**config.mk**
```make
export PLATFORM = sky130hd
export DESIGN_NAME = andor_pipe
export DESIGN_NICKNAME = d
export VERILOG_FILES = /design/src/rtl/andor_pipe.sv
export SDC_FILE = /design/constraint.sdc
export NUM_CORES = 1
export LEC_CHECK = 0
export ABC_AREA = 1
export CAP_MARGIN = 10
export CORE_MARGIN = 1
export CORE_UTILIZATION = 45
export CTS_BUF_LIST = sky130_fd_sc_hd__clkbuf_4
export DETAILED_ROUTE_END_ITERATION = 16
export PLACE_DENSITY = 0.86
export SLEW_MARGIN = 40
export SYNTH_ARGS = -nofsm -noshare
export SYNTH_HDL_FRONTEND = slang
export SYNTH_SLANG_ARGS = --single-unit
```
**constraint.sdc**
```tcl
create_clock -name clk -period 2.39 [get_ports clk]
set_input_delay 0.478 -clock clk [delete_from_list [all_inputs] [get_ports clk]]
set_output_delay 0.478 -clock clk [all_outputs]
set_load 0.05 [all_outputs]
```
**src/rtl/andor_pipe.sv**
```systemverilog
// Two-stage valid/ready pipeline evaluating a TERMS x WIDTH two-level function (AND-OR, OR-AND, AOI, XOR-OR).
// Optional delivery statistics are enabled by defining ANDOR_PIPE_STATS_EN.
module andor_pipe #(
  parameter int WIDTH = 4,
  parameter int TERMS = 2
) (
  input  logic                   clk,
  input  logic                   rst_n,
  input  logic [TERMS*WIDTH-1:0] in_a,
  input  logic [TERMS*WIDTH-1:0] in_b,
  input  logic [1:0]             in_mode,
  input  logic                   in_valid,
  output logic                   in_ready,
  output logic [WIDTH-1:0]       out_y,
  output logic                   out_valid,
  input  logic                   out_ready,
  output logic [15:0]            stat_total,
  output logic [15:0]            stat_hits
);

  localparam int TW = TERMS * WIDTH;

  function automatic logic [TW-1:0] form_terms(input logic [TW-1:0] a,
                                               input logic [TW-1:0] b,
                                               input logic [1:0]    mode);
    logic [TW-1:0] t;
    case (mode)
      2'd1:    t = a | b;
      2'd3:    t = a ^ b;
      default: t = a & b;
    endcase
    return t;
  endfunction

  function automatic logic [WIDTH-1:0] reduce_terms(input logic [TW-1:0] t,
                                                    input logic [1:0]    mode);
    logic [WIDTH-1:0] any_v;
    logic [WIDTH-1:0] all_v;
    logic [WIDTH-1:0] r;
    any_v = '0;
    all_v = '1;
    for (int k = 0; k < TERMS; k++) begin
      any_v = any_v | t[k*WIDTH +: WIDTH];
      all_v = all_v & t[k*WIDTH +: WIDTH];
    end
    case (mode)
      2'd1:    r = all_v;
      2'd2:    r = ~any_v;
      default: r = any_v;
    endcase
    return r;
  endfunction

  logic             s1_valid_q, s1_valid_d;
  logic [TW-1:0]    s1_terms_q, s1_terms_d;
  logic [1:0]       s1_mode_q,  s1_mode_d;
  logic             out_valid_q, out_valid_d;
  logic [WIDTH-1:0] out_y_q,     out_y_d;
  logic             s2_load;
  logic             in_fire;

  // Handshake: stage 2 can take new data when empty or draining this cycle
  always_comb begin
    s2_load  = !out_valid_q || out_ready;
    in_ready = !s1_valid_q || s2_load;
    in_fire  = in_valid && in_ready;
  end

  // Stage 1 next state: load on input transfer, empty when its content moves on
  always_comb begin
    s1_valid_d = s1_valid_q;
    s1_terms_d = s1_terms_q;
    s1_mode_d  = s1_mode_q;
    if (in_fire) begin
      s1_valid_d = 1'b1;
      s1_terms_d = form_terms(in_a, in_b, in_mode);
      s1_mode_d  = in_mode;
    end else if (s2_load) begin
      s1_valid_d = 1'b0;
    end else begin
      s1_valid_d = s1_valid_q;
    end
  end

  // Stage 2 next state: take stage 1 whenever stage 2 is free or leaving
  always_comb begin
    out_valid_d = out_valid_q;
    out_y_d     = out_y_q;
    if (s2_load) begin
      out_valid_d = s1_valid_q;
      if (s1_valid_q) begin
        out_y_d = reduce_terms(s1_terms_q, s1_mode_q);
      end else begin
        out_y_d = out_y_q;
      end
    end else begin
      out_valid_d = out_valid_q;
    end
  end

  // Pipeline registers with synchronous active-low reset
  always_ff @(posedge clk) begin
    if (!rst_n) begin
      s1_valid_q  <= 1'b0;
      s1_terms_q  <= '0;
      s1_mode_q   <= 2'd0;
      out_valid_q <= 1'b0;
      out_y_q     <= '0;
    end else begin
      s1_valid_q  <= s1_valid_d;
      s1_terms_q  <= s1_terms_d;
      s1_mode_q   <= s1_mode_d;
      out_valid_q <= out_valid_d;
      out_y_q     <= out_y_d;
    end
  end

  assign out_valid = out_valid_q;
  assign out_y     = out_y_q;

`ifdef ANDOR_PIPE_STATS_EN
  logic        out_fire;
  logic [15:0] stat_total_q, stat_total_d;
  logic [15:0] stat_hits_q,  stat_hits_d;

  // Saturating delivery counters
  always_comb begin
    out_fire     = out_valid_q && out_ready;
    stat_total_d = stat_total_q;
    stat_hits_d  = stat_hits_q;
    if (out_fire && (stat_total_q != 16'hFFFF)) begin
      stat_total_d = stat_total_q + 16'd1;
    end else begin
      stat_total_d = stat_total_q;
    end
    if (out_fire && (out_y_q != '0) && (stat_hits_q != 16'hFFFF)) begin
      stat_hits_d = stat_hits_q + 16'd1;
    end else begin
      stat_hits_d = stat_hits_q;
    end
  end

  // Counter registers, cleared only by reset
  always_ff @(posedge clk) begin
    if (!rst_n) begin
      stat_total_q <= 16'd0;
      stat_hits_q  <= 16'd0;
    end else begin
      stat_total_q <= stat_total_d;
      stat_hits_q  <= stat_hits_d;
    end
  end

  assign stat_total = stat_total_q;
  assign stat_hits  = stat_hits_q;
`else
  assign stat_total = 16'h0000;
  assign stat_hits  = 16'h0000;
`endif

endmodule
```
# Word level (Yosys, flattened, before mapping)
# Index checks and enable logic that the tools add are counted.
# Widths: inputs -> output; s select.
totals:
  memories: 0
  mem_bits_ro: 0
  out_inout_bits: 38
  ram_bits: 0
  in_bits: 22
  ff_bits: 16
  latchBits: 0
  wordCells: 26
classes:
  bitwise_logic: 6
  n_eq_ne: 4
  reduce_logical: 7
  n_mul: 0
  div_mod_pow: 0
  n_lt_le_gt_ge: 0
  n_addsub: 0
  shift: 0
  muxes: 4
op_table:
  columns: ["cell", "n"]
  rows:
  - ["$pmux 8 s2", 1]
  - ["$and 8x8->8", 1]
  - ["$or 8x8->8", 1]
  - ["$pmux 4 s2", 1]
  - ["$xor 8x8->8", 1]
  - ["$and 4x4->4", 1]
  - ["$eq 2x1->1 const B", 2]
  - ["$eq 2x2->1 const B", 2]
  - ["$not 4->4", 1]
  - ["$or 4x4->4", 1]
  - ["$logic_not 1->1", 2]
  - ["$logic_or 1x1->1", 2]
  - ["$mux 1", 2]
  - ["$reduce_and 2->1", 1]
  - ["$reduce_bool 2->1", 1]
  - ["$logic_and 1x1->1", 1]

# Logic depth before layout (Yosys ltp)
# Gate-level depths: netlist of run 1.
logic_depth:
  word_depth: 5
  depth_mapped: 7
  ltp_nobuf: 7

# Worst setup path after synthesis of run 1
# OpenSTA, ideal clock, no wires.
synth_timing:
  path_kind: "reg2reg"
  from: "reg out_valid_q, in the netlist out_valid"
  to: "reg s1_terms_q[1]"
  synth_period_minus_slack_ns: 1.641
  stages_incl_launch_ff: 7
  n_path_buf: 1
  slack_ns: 0.749
  t_required_ns: 2.271
  arrival_ns: 1.522
  setup_time_ns: 0.119
  cell_sequence: "dfxtp_1 -> nand3_2 -> nand2_2 -> buf_4 -> nand2_1 -> nand2_1 -> a21oi_1"
synth_between:
  elab_chain_len: 4
synth_lines:
  columns: ["element", "line", "rtl"]
  rows:
  - ["start, declared", "57", "logic out_valid_q, out_valid_d;"]
  - ["start signal, assigned", "113", "out_valid_q <= out_valid_d;"]
  - ["$logic_not 1->1", "64", "s2_load = !out_valid_q || out_ready;"]
  - ["$logic_or 1x1->1", "64", null]
  - ["$logic_or 1x1->1", "65", "in_ready = !s1_valid_q || s2_load;"]
  - ["via in_ready", "13", "output logic in_ready,"]
  - ["$logic_and 1x1->1", "66", "in_fire = in_valid && in_ready;"]
  - ["end signal, assigned", "111", "s1_terms_q <= s1_terms_d;"]
  - ["end, declared", "55", "logic [TW-1:0] s1_terms_q, s1_terms_d;"]
# The timed path passes the listed nets, and every way through them passes these cells.
# A chain may end at the register's enable or synchronous reset.

# Worst setup path after layout of run 1
layout_timing:
  from: "reg out_valid_q, in the netlist out_valid"
  to: "out out_valid"
layout_rtl:
  columns: ["element", "line", "rtl"]
  rows:
  - ["end, declared", "15", "output logic out_valid,"]
# No word-level cell between the ends.

==> impl_results.md, run 1 <==
* CTS root buf: clkbuf_4
* CORE AREA at 0.00305 mm²
* Post-CTS sizing at 0
* Setup violators final at 0
* Vias at 1205
* Port Buffer Count at 27
* Worst path slowest cell: clkdlybuf4s50_1
* Post-synth cell types at 17
* H-tree levels at 1
* RSZ-0062 raised after global routing: no
* Layout Skew at 0.00681 ns
* Fin crit share at 0.815
* Worst setup EP type: output pin
* Final hold vios at 0
* Crit-path cells: clkdlybuf4s50_1
* Fin area at 0.00164 mm²
* CP startpoint kind: flip-flop
* Sum Neg Setup Slack at 0 ns
* Fin. max-slew vios at 0
* Worst Hold Class: reg2reg
* DRT Pass-1 Iters at 4
* Area Overhead vs Synth at 13.8%
* Final Routed Wirelength at 2340 µm
* CP arrival at 1.47 ns
* Area of the multi-input gates at 841 µm²
* CP bufs+invs at 1
* CP top delay family: buffers and inverters
* Commonest non-fill, non-tap cell in the layout: nand2_1
* Reg clk slew, reported paths at 0.08 ns
* WS Path Type: reg2out
* Initial drt markers at 54
* Post-DRT Antenna Nets at 0
* Gr usage total at 0.144
* Synth Area in XOR/XNOR at 0
* Max FO, Critical Path at 3
* Wirelength per Cell at 8.11 µm
* CTS Buf Count at 3
* Rows at 20
* Initial Util at 0.472
* Outcome: complete, no violations
* Leak pwr at 0.000884 µW
* Most frequent cells in the layout: nand2_1 (58), conb_1 (32), inv_1 (29)
* Syn_area_per_cell at 6.55 µm²
* Post-Synth Simple-Gate Area at 0.288
* Overall power at 751 µW
* CTS tree: built
* Die area at 0.00343 mm²
* Peak supply drop at 0.000180 V
* Synthesized area at 0.00144 mm²
* Syn. warnings at 0
* Clk buf depth at 2
* Synth Area in Adders at 0.156
* FILL cells at 333
* Chip height at 58.6 µm
* DRC viols at 0
* Post-synthesis cell count at 220
* Hold-fix buffers at CTS at 0
* Finished Layout Cells at 289
* Largest family of logic cells by synthesized area: simple AND/OR/NAND/NOR gates
* Slew headroom at 0.669
* Worst-Margin Slew at 0.495 ns
* Mux cell area share after synthesis at 0
* Final core utilization at 0.537
* Setup repair bufs after CTS at 0
* Worst skew pair latency at 0.28 ns
* Initial antenna violation count at 0
* Placed Area at 0.00162 mm²
* N_diodes at 0
* DP Cell Count at 286
* Final HPWL from detailed placement at 1930 µm
* Total grt overflow at 0
* Pwr/cell area at 458 mW/mm²
* Minimum clock period at 1.95 ns
* Compound-Gate Fraction of Synth Area at 0.0556
* Die X at 58.6 µm
* Final nets at 287
* Largest net degree at the start of global routing at 17
* I/O pins at 60
* Sequential share of the synthesized area at 0.222
* GPL Wtd Cong at 0.752
* Post-DR vias/cell at 4.17
* Register area at 320 µm²
* Max incr delay on CP at 0.82 ns
* Clock sink count at 16
* Vias in the first global route at 996
* FMAX at 513 MHz
* Fraction of layout cells with a size suffix above 1 at 0.0449
* Worst EP required at 1.91 ns
* Max Cap Viol at 0
* First-pass GRT wire length at 3970 µm
* Yosys reg bits at 16
report_power, final:
| part | internal, µW | leakage, µW | switching (µW) |
|---|---|---|---|
| sequential | 286 | 0.000132 | 14.1 |
| combinational | 88.2 | 0.000738 | 223 |
| clock | 58.5 | 0.0000138 | 81.3 |
| total | 433 | 0.000884 | 318 |
per-stage QoR:
| step | hold slack, ns | setup WS (ns) |
|---|---|---|
| finish | 0.466 | 0.442 |
| global placement | 0.452 | 0.663 |
| CTS | 0.469 | 0.432 |
| detailed placement | 0.456 | 0.609 |
| floorplan | 0.482 | 0.749 |
| global route | 0.498 | 0.400 |
flip-flops by register name (all words and copies together) (netlist names):
name and cells:
out_y 4, out_valid 1, s1_terms_q 8, s1_mode_q 2, s1_valid_q 1
per-layer routing:
layer | GRT usage | share of wire
met3 | 0.0264 | 0.048
met2 | 0.246 | 0.47
met5 | 0 | 0
met1 | 0.186 | 0.47
met4 | 0.0408 | 0.0064
final timing paths:
| check | start | end | slack (ns) | cells after the start |
|---|---|---|---|---|
| worst max-delay path | out_valid | out_valid | 0.44 | 1 |
| worst min-delay path | out_y[3] | out_y[3] | 0.47 | 2 |
| worst max register to register | s1_mode_q[0] | out_y[1] | 1.08 | 7 |
| worst min register to register | out_y[3] | out_y[3] | 0.47 | 2 |
cell families after synthesis:
logic type	Yosys count
AND/OR/NAND/NOR	101
buffers and inverters	68
adder cells (fa/ha/maj)	18
AO/OA/AOI/OAI	16
flip-flops	16
other	1
synth_stat cells:
| cell type | instances | share of area |
|---|---|---|
| nor3_2 | 1 | 0.0070 |
| o21ai_0 | 2 | 0.0070 |
| nand3_1 | 8 | 0.028 |
| ha_1 | 18 | 0.16 |
| nor2_1 | 24 | 0.063 |
| nor3_1 | 7 | 0.024 |
| nand2_1 | 58 | 0.15 |
| inv_1 | 29 | 0.076 |
| buf_2 | 1 | 0.0035 |
| a21oi_1 | 14 | 0.049 |
| buf_4 | 33 | 0.17 |
| inv_2 | 3 | 0.0078 |
| conb_1 | 1 | 0.0026 |
| nand2_2 | 2 | 0.0087 |
| nand3_2 | 1 | 0.0070 |
| dfxtp_1 | 16 | 0.22 |
| buf_6 | 2 | 0.016 |
worst min-delay path, cell delays in order, from the launching register on:
cell and delay (ns):
dfxtp_1 0.32, nand2_1 0.06, a21oi_1 0.05
layout make-up:
class                   instances  share of cell area
clock buffers                   3              0.0137
inverters                      32              0.0733
multi-input cells             167               0.513
flip-flops and latches         16               0.195
well taps                      44              0.0336
repair buffers                 27               0.171
Power figures use the tool's default switching activity.
==> run 2, diff against run 1 <==
--- a/config.mk
+++ b/config.mk
@@ -8,10 +8,10 @@
 export ABC_AREA = 1
 export CAP_MARGIN = 10
 export CORE_MARGIN = 1
-export CORE_UTILIZATION = 45
+export CORE_UTILIZATION = 44
 export CTS_BUF_LIST = sky130_fd_sc_hd__clkbuf_4
 export DETAILED_ROUTE_END_ITERATION = 16
-export PLACE_DENSITY = 0.86
+export PLACE_DENSITY = 0.84
 export SLEW_MARGIN = 40
 export SYNTH_ARGS = -nofsm -noshare
 export SYNTH_HDL_FRONTEND = slang
==> constraint.sdc (replaced) <==
create_clock -name clk -period 1.9 [get_ports clk]
set_input_delay 0.38 -clock clk [delete_from_list [all_inputs] [get_ports clk]]
set_output_delay 0.38 -clock clk [all_outputs]
set_load 0.05 [all_outputs]
==> impl_results.md, run 2 (synthesis results as in run 1) <==
* I/O pins at 60 (unchanged)
* Final HPWL from detailed placement at 1840 µm (was 1930 µm)
* Initial Util at 0.468 (was 0.472)
* Clk buf depth at 2 (unchanged)
* Placement Setup Slack at 0.294 ns (was 0.609 ns)
* Worst Hold Class: reg2reg (unchanged)
* Fraction of layout cells with a size suffix above 1 at 0.0528 (was 0.0449)
* Leak pwr at 0.000891 µW (was 0.000884 µW)
* Pwr/cell area at 570 mW/mm² (was 458 mW/mm²)
* Max FO, Critical Path at 2 (was 3)
* Sum Neg Setup Slack at 0 ns (unchanged)
* Largest net degree at the start of global routing at 17 (unchanged)
* CTS root buf: clkbuf_4 (unchanged)
* CP bufs+invs at 1 (unchanged)
* Area Overhead vs Synth at 14.2% (was 13.8%)
* Fin crit share at 0.944
* Worst skew pair latency at 0.28 ns (about the same)
* Max Cap Viol at 0 (unchanged)
* Crit. Startpoint: out_y[1] (was out_valid)
* Total grt overflow at 0 (unchanged)
* Setup repair bufs after CTS at 0 (unchanged)
* Port Buffer Count at 27 (unchanged)
* Final worst slack at 0.106 ns (was 0.442 ns)
* Max incr delay on CP at 0.80 ns (was 0.82 ns)
* Minimum clock period at 1.79 ns
* Hold Crit Start: out_y[2] (was out_y[3])
* First-pass GRT wire length at 3950 µm (was 3970 µm)
* Die X at 59.2 µm (was 58.6 µm)
* Final hold vios at 0 (unchanged)
* DRT Pass-1 Iters at 4 (unchanged)
* N_diodes at 0 (unchanged)
* Final Routed Wirelength at 2190 µm (was 2340 µm)
* Crit-path cells: clkdlybuf4s50_1 (unchanged)
* Hold-fix buffers at CTS at 0 (unchanged)
* Crit Reg-Reg Startpoint: s1_mode_q[0] (unchanged)
* Most frequent cells in the layout: nand2_1 (58), conb_1 (32), inv_1 (29) (unchanged)
* Wirelength per Cell at 7.56 µm (was 8.11 µm)
* Final nets at 288 (was 287)
* Chip height at 59.2 µm (was 58.6 µm)
* CTS Buf Count at 3 (unchanged)
* CORE AREA at 0.00308 mm² (was 0.00305 mm²)
* Initial antenna violation count at 0 (unchanged)
* Worst setup EP type: output pin (unchanged)
* Layout Skew at 0.00185 ns (was 0.00681 ns)
* Die area at 0.00351 mm² (was 0.00343 mm²)
* Rows at 20 (unchanged)
* CP top delay family: buffers and inverters (unchanged)
* Worst path slowest cell: clkdlybuf4s50_1 (unchanged)
* RSZ-0062 raised after global routing: no (unchanged)
* Setup violators final at 0 (unchanged)
* H-tree levels at 1 (unchanged)
* Post-CTS sizing at 0 (unchanged)
* Reg clk slew, reported paths at 0.08 ns (about the same)
* CP arrival at 1.41 ns (was 1.47 ns)
* RR Endpoint: out_y[0] (was out_y[1])
* WP depth at 1 (unchanged)
* Vias in the first global route at 980 (was 996)
* Crit path to: out_y[1] (was out_valid)
* Commonest non-fill, non-tap cell in the layout: nand2_1 (unchanged)
* DRC viols at 0 (unchanged)
* Vias at 1192 (was 1205)
* CP startpoint kind: flip-flop (unchanged)
* Clock sink count at 16 (unchanged)
* Peak supply drop at 0.000218 V (was 0.000180 V)
* WS Path Type: reg2out (unchanged)
* Post-DR vias/cell at 4.11 (was 4.17)
* FF-to-FF setup slack at 0.62 ns (was 1.08 ns)
* Reg with most FFs: s1_terms_q (unchanged)
* Worst reg-to-reg path cell count at 7 (unchanged)
* Max reg flops at 8 (unchanged)
* Post-DRT Antenna Nets at 0 (unchanged)
* Fin. max-slew vios at 0 (unchanged)
* Worst EP required at 1.52 ns (was 1.91 ns)
* Gr usage total at 0.146 (was 0.144)
* GPL Wtd Cong at 0.732 (was 0.752)
* CTS tree: built (unchanged)
* FMAX at 557 MHz
* Initial drt markers at 33 (was 54)
* Outcome: complete, no violations (unchanged)
run 2: metrics by stage:
| stage | hold WS [ns] | cell area (µm²) | power [µW] | utilization | instances |
|---|---|---|---|---|---|
| finish | 0.471 | 1640 | 937 | 0.534 | 290 |
| global route | 0.512 | 1640 | 1000 | 0.534 | 290 |
| floorplan | 0.482 | 1560 | 739 | - | 251 |
| CTS | 0.476 | 1640 | 948 | 0.534 | 290 |
| detailed placement | 0.463 | 1620 | 774 | 0.527 | 287 |
| global placement | 0.453 | 1620 | 767 | 0.527 | 287 |
run 2: report_power, final:
part / switching, µW / total (µW) / internal [µW]
clock network: 98.2 / 172 / 73.6
registers: 17.1 / 377 / 360
logic: 277 / 388 / 111
total: 392 / 937 / 545
run 2: worst min-delay path by stage:
stage                   end  slack [ns]  depth (start not counted)
6_report           out_y[2]        0.47                          2
5_1_grt            out_y[2]        0.51                          2
4_1_cts            out_y[2]        0.48                          2
3_5_place_dp       out_y[2]        0.46                          2
3_3_place_gp       out_y[2]        0.45                          2
2_1_floorplan  s1_mode_q[1]        0.48                          2
run 2: routing by layer:
layer | GRT usage | vias up | part of all wire
met5 | 0 | - | 0
met4 | 0.0816 | 0 | 0.021
met1 | 0.186 | 490 | 0.47
met2 | 0.244 | 38 | 0.48
li1 | - | 660 | -
met3 | 0.00655 | 4 | 0.031
run 2: layout make-up:
class,instances,area (µm²)
Multi-Input combinational cell,167,841
Clock buffer,3,22.5
Sequential cell,16,320
Fill cell,331,1430
Inverter,32,120
Timing Repair Buffer,28,285
Tap cell,44,55.1
